<file path="config.mk">
export PLATFORM = sky130hd
export DESIGN_NAME = rr_arbiter
export DESIGN_NICKNAME = d
export VERILOG_FILES = /design/src/rtl/rr_arbiter.sv
export SDC_FILE = /design/constraint.sdc
export NUM_CORES = 1
export LEC_CHECK = 0
export CORE_UTILIZATION = 39
export CTS_CLUSTER_SIZE = 12
export DETAILED_ROUTE_END_ITERATION = 10
export PLACE_DENSITY = 0.72
export SYNTH_ARGS = -nofsm -noshare
export SYNTH_HDL_FRONTEND = slang
export SYNTH_SLANG_ARGS = --single-unit
</file>
<file path="constraint.sdc">
create_clock -name clk -period 1.8 [get_ports clk]
set_clock_uncertainty 0.15 [all_clocks]
set_input_delay 0.27 -clock clk [delete_from_list [all_inputs] [get_ports clk]]
set_output_delay 0.27 -clock clk [all_outputs]
set_load 0.005 [all_outputs]
</file>
<file path="src/rtl/rr_arbiter.sv">
// rr_arbiter: registered round-robin / fixed-priority arbiter with hold timeout.
// Grants one of PORTS requesters. The grant is held until it is released by
// acknowledge or by request drop. It is also released when the hold counter expires.
// All outputs come straight from flops.
module rr_arbiter #(
  parameter int    PORTS        = 4,
  parameter int    ROUND_ROBIN  = 1,
  parameter int    BLOCK_ACK    = 1,
  parameter string LSB_PRIORITY = "HIGH",
  parameter int    MAX_HOLD     = 0
) (
  input  logic                     clk,
  input  logic                     rst,
  input  logic [PORTS-1:0]         request,
  input  logic [PORTS-1:0]         acknowledge,
  output logic [PORTS-1:0]         grant,
  output logic                     grant_valid,
  output logic [$clog2(PORTS)-1:0] grant_encoded,
  output logic                     timeout
);

  localparam int IDX_W   = $clog2(PORTS);
  localparam bit LOW_PRI = (LSB_PRIORITY == "LOW");
  localparam int HOLD_W  = (MAX_HOLD > 1) ? $clog2(MAX_HOLD) : 1;

  // After reset the mask must be empty so the encoder's favourite port wins first.
  localparam logic [IDX_W-1:0]  LAST_RST  = LOW_PRI ? '0 : IDX_W'(PORTS - 1);
  localparam logic [HOLD_W-1:0] HOLD_LAST = HOLD_W'((MAX_HOLD > 0) ? (MAX_HOLD - 1) : 0);

  typedef enum logic {
    IDLE,
    GRANTED
  } state_t;

  state_t             state_q, state_d;
  logic [PORTS-1:0]   grant_q, grant_d;
  logic               valid_q, valid_d;
  logic [IDX_W-1:0]   enc_q, enc_d;
  logic [IDX_W-1:0]   last_q, last_d;
  logic [HOLD_W-1:0]  hold_q, hold_d;
  logic               timeout_q, timeout_d;

  logic [PORTS-1:0]   masked;
  logic [IDX_W-1:0]   win_idx;
  logic [PORTS-1:0]   win_onehot;
  logic               rel_req;
  logic               release_now;
  logic               force_now;

  // Priority encoder: "HIGH" favours the lowest set index, "LOW" the highest.
  function automatic logic [IDX_W-1:0] prio_enc(input logic [PORTS-1:0] vec);
    logic [IDX_W-1:0] idx;
    idx = '0;
    if (LOW_PRI) begin
      for (int i = 0; i < PORTS; i++) begin
        if (vec[i]) idx = IDX_W'(i);
      end
    end else begin
      for (int i = PORTS - 1; i >= 0; i--) begin
        if (vec[i]) idx = IDX_W'(i);
      end
    end
    return idx;
  endfunction

  // Keep only the ports that come after the last winner in priority order.
  function automatic logic [PORTS-1:0] rr_mask(input logic [IDX_W-1:0] last);
    logic [PORTS-1:0] m;
    m = '0;
    for (int i = 0; i < PORTS; i++) begin
      if (LOW_PRI) m[i] = (IDX_W'(i) < last);
      else         m[i] = (IDX_W'(i) > last);
    end
    return m;
  endfunction

  // Winner selection and release detection, all from the current request/ack.
  always_comb begin
    masked     = (ROUND_ROBIN != 0) ? (request & rr_mask(last_q)) : '0;
    win_idx    = (|masked) ? prio_enc(masked) : prio_enc(request);
    win_onehot = '0;
    win_onehot[win_idx] = 1'b1;
    rel_req     = (BLOCK_ACK != 0) ? acknowledge[enc_q] : ~request[enc_q];
    release_now = (state_q == GRANTED) && rel_req;
    force_now   = (state_q == GRANTED) && !rel_req && (MAX_HOLD != 0) &&
                  (hold_q == HOLD_LAST);
  end

  // Next-state logic: arbitrate when idle or on any release, else count hold cycles.
  always_comb begin
    state_d   = state_q;
    grant_d   = grant_q;
    valid_d   = valid_q;
    enc_d     = enc_q;
    last_d    = last_q;
    hold_d    = hold_q;
    timeout_d = 1'b0;
    if ((state_q == IDLE) || release_now || force_now) begin
      timeout_d = force_now;
      hold_d    = '0;
      if (|request) begin
        state_d = GRANTED;
        grant_d = win_onehot;
        valid_d = 1'b1;
        enc_d   = win_idx;
        last_d  = win_idx;
      end else begin
        state_d = IDLE;
        grant_d = '0;
        valid_d = 1'b0;
        enc_d   = '0;
      end
    end else begin
      hold_d = hold_q + 1'b1;
    end
  end

  // State register; reset drops the grant immediately without a timeout pulse.
  always_ff @(posedge clk or posedge rst) begin
    if (rst) begin
      state_q   <= IDLE;
      grant_q   <= '0;
      valid_q   <= 1'b0;
      enc_q     <= '0;
      last_q    <= LAST_RST;
      hold_q    <= '0;
      timeout_q <= 1'b0;
    end else begin
      state_q   <= state_d;
      grant_q   <= grant_d;
      valid_q   <= valid_d;
      enc_q     <= enc_d;
      last_q    <= last_d;
      hold_q    <= hold_d;
      timeout_q <= timeout_d;
    end
  end

  assign grant         = grant_q;
  assign grant_valid   = valid_q;
  assign grant_encoded = enc_q;
  assign timeout       = timeout_q;

endmodule

</file>
==> results of run 1 <==
==> cell usage in the layout, fill, tap and decap left out, types with 2 or more instances in the layout <==
| cell | count |
|---|---|
| sky130_fd_sc_hd__clkdlybuf4s50_1 | 16 |
| sky130_fd_sc_hd__inv_1 | 3 |
| sky130_fd_sc_hd__clkbuf_4 | 3 |
| sky130_fd_sc_hd__nor2_1 | 3 |
| sky130_fd_sc_hd__buf_4 | 6 |
| sky130_fd_sc_hd__dfrtp_1 | 7 |
| sky130_fd_sc_hd__a22o_1 | 3 |
| sky130_fd_sc_hd__nand2_1 | 3 |
| sky130_fd_sc_hd__dfstp_2 | 2 |
| sky130_fd_sc_hd__mux2_4 | 2 |
| sky130_fd_sc_hd__o22ai_1 | 2 |
==> sequential cells by signal, summed over array words and instances, names as in the netlist <==
name and flops:
grant 4, state_q 1, last_q 2, grant_encoded 2
==> layout make-up <==
type                    instances  share of cell area (%)
clock buffers                   4                    3.37
well taps                      15                    2.40
flip-flops and latches          9                    29.2
inverters                       3                    1.44
multi-input cells              36                    37.3
repair buffers                 22                    26.3
==> power by group through the flow <==
stage	Sequential [uW]	Combinational (uW)	Clock, uW
floorplan	360	430	0
global placement	395	596	0
detailed placement	395	605	0
CTS	394	606	155
global route	406	662	168
finish	392	599	153
==> metrics by stage <==
stage	setup TNS, ns	area (um^2)	total power (uW)	cells	utilization [%]
2_1_floorplan	0	546	790	50	-
3_3_place_gp	-0.0784	754	991	85	58.0
3_5_place_dp	-0.203	754	1000	85	58.0
4_1_cts	0	781	1160	89	60.0
5_1_grt	0	781	1240	89	60.0
6_report	0	781	1140	89	60.0
==> metal layers <==
metal	wire [um]	up-vias	track usage, %
met2	555	10	28.3
met3	33	2	5.11
met1	473	241	22.1
met5	0	-	0
li1	-	234	-
met4	15	0	10.3
==> final timing paths <==
path | end | slack (ns) | cells past startpoint
worst max-delay path | grant_encoded[0]$_DFFE_PP0N_ | 0.11 | 3
worst min register to register | grant[0]$_DFFE_PP0N_ | 0.33 | 2
min in group clk | grant[0]$_DFFE_PP0N_ | 0.33 | 2
worst max register to register | grant_encoded[0]$_DFFE_PP0N_ | 0.11 | 3
worst min-delay path | grant[1]$_DFFE_PP0N_ | 0.11 | 2
max in group asynchronous | last_q[0]$_DFFE_PP1P_ | 1.09 | 2
==> cells by family after synthesis <==
| family | after synthesis |
|---|---|
| flip-flops | 9 |
| multiplexers | 3 |
| AO/OA/AOI/OAI | 19 |
| AND/OR/NAND/NOR | 13 |
| buffers and inverters | 5 |
| other | 1 |
==> impl_metrics.prom, run 1 <==
# TYPE chip_impl_metric gauge
chip_impl_info{name="outcome",value="finished clean"} 1
chip_impl_metric{name="multi_input_area",unit="um^2"} 292
chip_impl_metric{name="layout-drive-gt1-share",unit="%"} 25.7
chip_impl_metric{name="totalWireLength",unit="um"} 1080
chip_impl_metric{name="post_synth_instance_area",unit="um^2"} 546
chip_impl_metric{name="synth-compound-area-share",unit="%"} 32.3
chip_impl_info{name="crit_chain",value="o22ai_1 > a221o_1 > mux2_4"} 1
chip_impl_metric{name="post_drt_via_cell_ratio",unit=""} 5.47
chip_impl_info{name="synth.cells.most_frequent",value="sky130_fd_sc_hd__dfrtp_1, sky130_fd_sc_hd__a22o_1, sky130_fd_sc_hd__inv_1, sky130_fd_sc_hd__nand2_1, sky130_fd_sc_hd__nor2_1"} 1
chip_impl_metric{name="fin_worst_hold_slack",unit="ns"} 0.111
chip_impl_metric{name="port_buffer_cells",unit=""} 16
chip_impl_metric{name="global_route_wire_length_before_repair",unit="um"} 1840
chip_impl_metric{name="route.detailed.drc",unit=""} 0
chip_impl_metric{name="placement_rows",unit=""} 13
chip_impl_metric{name="gpl.final_weighted_congestion",unit=""} 0.750
chip_impl_metric{name="power.sequential.fraction",unit="%"} 34.2
chip_impl_metric{name="number_of_antenna_violations_at_the_first_check_in_global_routing",unit=""} 0
chip_impl_info{name="rsz0062_at_grt",value="false"} 1
chip_impl_metric{name="switching_share",unit="%"} 35.4
chip_impl_metric{name="detailed_routing_iteration_count_for_the_pre_antenna_repair_pass",unit=""} 3
chip_impl_metric{name="timing.final.setup_violations",unit=""} 0
chip_impl_info{name="synth_ff_type",value="sky130_fd_sc_hd__dfrtp_1"} 1
chip_impl_metric{name="first_global_vias",unit=""} 451
chip_impl_metric{name="critPathArrivalTime",unit="ns"} 1.68
chip_impl_metric{name="grtUsageTotal",unit="%"} 18.2
chip_impl_metric{name="dpl.hpwl",unit="um"} 896
chip_impl_info{name="worstSetupStartpoint",value="last_q[1]$_DFFE_PP1P_"} 1
chip_impl_metric{name="clkTransAtPathRegs",unit="ns"} 0.06
chip_impl_info{name="worst-setup-path-type",value="flop to flop"} 1
chip_impl_metric{name="synthesis.area_per_instance",unit="um^2"} 10.9
chip_impl_metric{name="yosysWarningCount",unit=""} 0
chip_impl_metric{name="clock_path_buffers",unit=""} 2
chip_impl_metric{name="ys_seq_elements",unit=""} 9
chip_impl_metric{name="fillCellCount",unit=""} 109
chip_impl_info{name="synthDominantAreaCellType",value="sky130_fd_sc_hd__dfrtp_1"} 1
chip_impl_metric{name="final_net_count",unit=""} 85
chip_impl_metric{name="start_util",unit="%"} 41.9
chip_impl_metric{name="vias",unit=""} 487
chip_impl_metric{name="yosysTopAreaCellShare",unit="%"} 32.1
chip_impl_metric{name="die_x",unit="um"} 39.4
chip_impl_metric{name="critical_path_maximum_fanout",unit=""} 10
chip_impl_metric{name="max_cap_viol_count",unit=""} 0
chip_impl_info{name="critical_path.top_delay_family",value="flip-flops"} 1
chip_impl_metric{name="overflow",unit=""} 0
chip_impl_metric{name="pin_count",unit=""} 18
chip_impl_metric{name="seqCellArea",unit="um^2"} 228
chip_impl_metric{name="power-per-cell-area",unit="mW/mm^2"} 1470
chip_impl_info{name="critPathLaunchType",value="flop"} 1
chip_impl_metric{name="maximum_number_of_pins_on_one_net_before_global_route_repair",unit=""} 11
chip_impl_info{name="classification_of_the_worst_slack_hold_path",value="input pin to asynchronous set/reset pin"} 1
chip_impl_info{name="most_used_standard_cell_by_instance_count_after_synthesis",value="sky130_fd_sc_hd__dfrtp_1"} 1
chip_impl_metric{name="p_int",unit="uW"} 739
chip_impl_metric{name="drt.antenna.violating_nets",unit=""} 0
chip_impl_metric{name="cts_buffers",unit=""} 3
chip_impl_metric{name="post_synthesis_share_of_cell_area_spent_on_full_adders_half_adders_and_majority_gates",unit="%"} 0
chip_impl_metric{name="synth_fp_nets",unit=""} 60
chip_impl_metric{name="timing.critical_path.slowest_cell_delay",unit="ns"} 0.62
chip_impl_metric{name="synth_simple_gate_area_share",unit="%"} 13.1
chip_impl_metric{name="leakagePower",unit="uW"} 0.000332
chip_impl_metric{name="peakVddDrop",unit="uV"} 714
chip_impl_info{name="cpMaxStageDelayCell",value="sky130_fd_sc_hd__dfstp_2"} 1
chip_impl_metric{name="critical_path_buf_inv_count",unit=""} 0
chip_impl_info{name="worst_r2r_startpoint",value="last_q[1]$_DFFE_PP1P_"} 1
chip_impl_metric{name="yosysUniqueCellTypes",unit=""} 33
chip_impl_metric{name="synthCells",unit=""} 50
chip_impl_metric{name="period_needed",unit="ns"} 1.69
chip_impl_info{name="cts_root_buffer",value="sky130_fd_sc_hd__clkbuf_4"} 1
chip_impl_metric{name="timing.final.max_slew_violations",unit=""} 0
chip_impl_metric{name="fmaxAchievable",unit="GHz"} 0.591
chip_impl_metric{name="share_of_synthesized_area_occupied_by_flip_flops_and_latches",unit="%"} 41.7
chip_impl_metric{name="dpl_worst_slack",unit="ns"} -0.0749
chip_impl_metric{name="synthToLayoutAreaGrowth",unit="%"} 43.1
chip_impl_metric{name="htreeDepth",unit=""} 1
chip_impl_info{name="synth_top_family_by_area",value="compound AO/OA/AOI/OAI gates"} 1
chip_impl_info{name="tritoncts_clock_tree",value="yes"} 1
chip_impl_metric{name="coreArea",unit="mm^2"} 0.00130
chip_impl_metric{name="antenna-diode-count",unit=""} 0
chip_impl_metric{name="final_hold_viol_count",unit=""} 0
chip_impl_metric{name="post_cts_resize_count",unit=""} 0
chip_impl_metric{name="die_h",unit="um"} 39.4
chip_impl_metric{name="post-route-period-util",unit="%"} 94.1
chip_impl_metric{name="synth_xor_xnor_area_share",unit="%"} 0
chip_impl_metric{name="net-switching-power",unit="uW"} 405
chip_impl_metric{name="post_cts_setup_repair_buffer_count",unit=""} 0
chip_impl_info{name="worst_setup_ep_type",value="flop"} 1
chip_impl_metric{name="power.combinational.fraction",unit="%"} 52.4
chip_impl_metric{name="clock-sinks",unit=""} 9
chip_impl_metric{name="routedWlPerCell",unit="um"} 12.1
chip_impl_metric{name="part_of_the_total_power_dissipated_in_the_clock_network",unit="%"} 13.4
chip_impl_metric{name="critical_path_rt",unit="ns"} 1.79
chip_impl_info{name="synth.area.top_cells",value="sky130_fd_sc_hd__dfrtp_1, sky130_fd_sc_hd__dfstp_2, sky130_fd_sc_hd__mux2_4"} 1
chip_impl_metric{name="clk_latency",unit="ns"} 0.26
chip_impl_metric{name="post-route-worst-setup-slack",unit="ns"} 0.107
chip_impl_metric{name="first_iter_violations",unit=""} 9
chip_impl_metric{name="muxShareOfSynthArea",unit="%"} 7.34
chip_impl_metric{name="number_of_enable_flip_flop_cells_after_synthesis",unit=""} 0
chip_impl_metric{name="dieArea",unit="mm^2"} 0.00155
chip_impl_metric{name="synthArstFlopShare",unit="%"} 100
chip_impl_metric{name="cts_hold_buf",unit=""} 0
Note: power is estimated with default switching activity, not from simulation.
==> run 2, diff against run 1 <==
--- a/config.mk
+++ b/config.mk
@@ -9,6 +9,7 @@
 export CTS_CLUSTER_SIZE = 12
 export DETAILED_ROUTE_END_ITERATION = 10
 export PLACE_DENSITY = 0.72
+export SETUP_SLACK_MARGIN = 0.1
 export SYNTH_ARGS = -nofsm -noshare
 export SYNTH_HDL_FRONTEND = slang
 export SYNTH_SLANG_ARGS = --single-unit
==> run 2 against run 1 <==
Fmax grew 2.0%. Cell area is 4.3% higher. Wire length up 12%. Die area stayed put. Count of clock-buffer cells in the layout stayed put. Power grew 6.6%. Global-route usage rose by 0.36 points. Critical path depth stayed put.
==> impl_metrics.prom, run 2 (synthesis results as in run 1) <==
# TYPE chip_impl_metric gauge
chip_impl_info{name="outcome",value="finished clean"} 1
chip_impl_metric{name="routedWlPerCell",unit="um"} 13.1
chip_impl_info{name="classification_of_the_worst_slack_hold_path",value="input pin to asynchronous set/reset pin"} 1
chip_impl_metric{name="die_x",unit="um"} 39.4
chip_impl_metric{name="htreeDepth",unit=""} 1
chip_impl_metric{name="synthToLayoutAreaGrowth",unit="%"} 49.3
chip_impl_metric{name="first_global_vias",unit=""} 463
chip_impl_metric{name="clkTransAtPathRegs",unit="ns"} 0.06
chip_impl_info{name="cpMaxStageDelayCell",value="sky130_fd_sc_hd__dfstp_2"} 1
chip_impl_metric{name="final_hold_viol_count",unit=""} 0
chip_impl_metric{name="detailed_routing_iteration_count_for_the_pre_antenna_repair_pass",unit=""} 4
chip_impl_info{name="rsz0062_at_grt",value="true"} 1
chip_impl_metric{name="part_of_the_total_power_dissipated_in_the_clock_network",unit="%"} 12.6
chip_impl_metric{name="utilization",unit="%"} 62.6
chip_impl_metric{name="antenna-diode-count",unit=""} 0
chip_impl_metric{name="number_of_antenna_violations_at_the_first_check_in_global_routing",unit=""} 0
chip_impl_metric{name="die_h",unit="um"} 39.4
chip_impl_metric{name="fin_worst_hold_slack",unit="ns"} 0.111
chip_impl_metric{name="start_util",unit="%"} 41.9
chip_impl_metric{name="vias",unit=""} 505
chip_impl_metric{name="global_route_wire_length_before_repair",unit="um"} 1890
chip_impl_metric{name="power.sequential.fraction",unit="%"} 31.5
chip_impl_info{name="layout_commonest_cell",value="sky130_fd_sc_hd__clkdlybuf4s50_1"} 1
chip_impl_metric{name="gpl.final_weighted_congestion",unit=""} 0.750
chip_impl_metric{name="drt.antenna.violating_nets",unit=""} 0
chip_impl_metric{name="timing.final.max_slew_violations",unit=""} 0
chip_impl_metric{name="totalWireLength",unit="um"} 1210
chip_impl_metric{name="leakagePower",unit="uW"} 0.000355
chip_impl_metric{name="final_net_count",unit=""} 88
chip_impl_info{name="final_cell_mix",value="sky130_fd_sc_hd__clkdlybuf4s50_1, sky130_fd_sc_hd__buf_4, sky130_fd_sc_hd__dfrtp_1"} 1
chip_impl_metric{name="timing.critical_path.slowest_cell_delay",unit="ns"} 0.61
chip_impl_metric{name="first_iter_violations",unit=""} 11
chip_impl_metric{name="critPathArrivalTime",unit="ns"} 1.65
chip_impl_metric{name="flop_to_flop_setup_slack",unit="ns"} 0.14
chip_impl_info{name="worst-setup-path-type",value="flop to flop"} 1
chip_impl_metric{name="clk_latency",unit="ns"} 0.26
chip_impl_metric{name="route.detailed.drc",unit=""} 0
chip_impl_metric{name="layout-drive-gt1-share",unit="%"} 29.9
chip_impl_metric{name="switching_share",unit="%"} 35.2
chip_impl_info{name="worstSetupStartpoint",value="last_q[1]$_DFFE_PP1P_"} 1
chip_impl_metric{name="peakVddDrop",unit="uV"} 715
chip_impl_metric{name="cts_hold_buf",unit=""} 0
chip_impl_metric{name="dpl.hpwl",unit="um"} 896
chip_impl_metric{name="pin_count",unit=""} 18
chip_impl_metric{name="timing.final.setup_violations",unit=""} 0
chip_impl_metric{name="dpl_worst_slack",unit="ns"} -0.0749
chip_impl_metric{name="critical_path_rt",unit="ns"} 1.79
chip_impl_metric{name="power-per-cell-area",unit="mW/mm^2"} 1500
chip_impl_metric{name="port_buffer_cells",unit=""} 16
chip_impl_metric{name="largest_reg_flops",unit=""} 4
chip_impl_metric{name="coreArea",unit="mm^2"} 0.00130
chip_impl_metric{name="placement_rows",unit=""} 13
chip_impl_metric{name="power.combinational.fraction",unit="%"} 55.9
chip_impl_metric{name="period_needed",unit="ns"} 1.66
chip_impl_info{name="critPathLaunchType",value="flop"} 1
chip_impl_info{name="crit_chain",value="o22ai_2 > a221o_1 > mux2_4"} 1
chip_impl_metric{name="maximum_number_of_pins_on_one_net_before_global_route_repair",unit=""} 11
chip_impl_metric{name="r2r_cells",unit=""} 3
chip_impl_metric{name="cts_buffers",unit=""} 3
chip_impl_metric{name="grtUsageTotal",unit="%"} 18.5
chip_impl_info{name="tritoncts_clock_tree",value="yes"} 1
chip_impl_metric{name="fmaxAchievable",unit="GHz"} 0.602
chip_impl_metric{name="dieArea",unit="mm^2"} 0.00155
chip_impl_metric{name="critical_path_maximum_fanout",unit=""} 8
chip_impl_metric{name="post-route-period-util",unit="%"} 92.2
chip_impl_metric{name="post-route-worst-setup-slack",unit="ns"} 0.140
chip_impl_metric{name="net-switching-power",unit="uW"} 430
chip_impl_metric{name="post_drt_via_cell_ratio",unit=""} 5.49
chip_impl_metric{name="max_cap_viol_count",unit=""} 0
chip_impl_info{name="reg2reg_to",value="grant_encoded[0]$_DFFE_PP0N_"} 1
chip_impl_info{name="cts_root_buffer",value="sky130_fd_sc_hd__clkbuf_4"} 1
chip_impl_info{name="worst_r2r_startpoint",value="last_q[1]$_DFFE_PP1P_"} 1
chip_impl_metric{name="clock-sinks",unit=""} 9
chip_impl_metric{name="fillCellCount",unit=""} 104
chip_impl_metric{name="p_int",unit="uW"} 790
chip_impl_metric{name="overflow",unit=""} 0
chip_impl_metric{name="clock_path_buffers",unit=""} 2
chip_impl_info{name="worst_setup_ep_type",value="flop"} 1
==> run 2: layout make-up <==
class / count / area, um^2 / share of cell area (%)
well taps: 15 / 18.8 / 2.30
multi-input cells: 36 / 303 / 37.2
clock buffers: 4 / 26.3 / 3.23
repair buffers: 25 / 228 / 28.0
flip-flops and latches: 9 / 228 / 28.0
inverters: 3 / 11.3 / 1.38
==> run 2: power groups by stage <==
stage / clock (uW) / sequential, uW / combinational [uW]
floorplan: 0 / 360 / 430
global placement: 0 / 395 / 596
detailed placement: 0 / 395 / 605
CTS: 155 / 384 / 632
global route: 168 / 397 / 745
finish: 153 / 385 / 682
==> run 2: stage by stage <==
step           instances  TNS (ns)  total power [uW]  instance area (um^2)
6_report              92         0              1220                   815
5_1_grt               92         0              1310                   815
4_1_cts               90         0              1170                   788
3_5_place_dp          85    -0.203              1000                   754
3_3_place_gp          85   -0.0784               991                   754
2_1_floorplan         50         0               790                   546
==> run 2: per-layer routing <==
layer | global-route usage [%] | wire length, um
met5 | 0 | 0
met4 | 10.3 | 15
met3 | 5.11 | 33
met2 | 29.1 | 656
met1 | 22.5 | 499
==> run 2: worst max path at each step <==
stage	endpoint	depth (start not counted)	slack, ns
floorplan	grant_encoded[0]$_DFFE_PP0N_	4	0.14
global placement	grant_encoded[0]$_DFFE_PP0N_	4	-0.06
detailed placement	grant_encoded[0]$_DFFE_PP0N_	4	-0.07
CTS	grant_encoded[0]$_DFFE_PP0N_	3	0.11
global route	grant_encoded[0]$_DFFE_PP0N_	4	0.08
finish	grant_encoded[0]$_DFFE_PP0N_	3	0.14
==> run 2: critical path, delay by kind of cell (launching register included) <==
kind	cells	cell delay, ns
flops	1	0.61
mux	1	0.28
compound gates	2	0.51
==> run 2: timing repair <==
item                       4_1_cts  5_1_grt
setup endpoints to repair        1        1
pin swaps                        1        2
cloned                           0        0
setup buffers                    1        2
resized for setup                0        2
==> run 3, diff against run 2 <==
--- a/config.mk
+++ b/config.mk
@@ -10,6 +10,7 @@
 export DETAILED_ROUTE_END_ITERATION = 10
 export PLACE_DENSITY = 0.72
 export SETUP_SLACK_MARGIN = 0.1
+export SKIP_LAST_GASP = 1
 export SYNTH_ARGS = -nofsm -noshare
 export SYNTH_HDL_FRONTEND = slang
 export SYNTH_SLANG_ARGS = --single-unit
==> results of run 3 <==
Same layout as run 2: the final DEF is identical, and so are final timing and power.
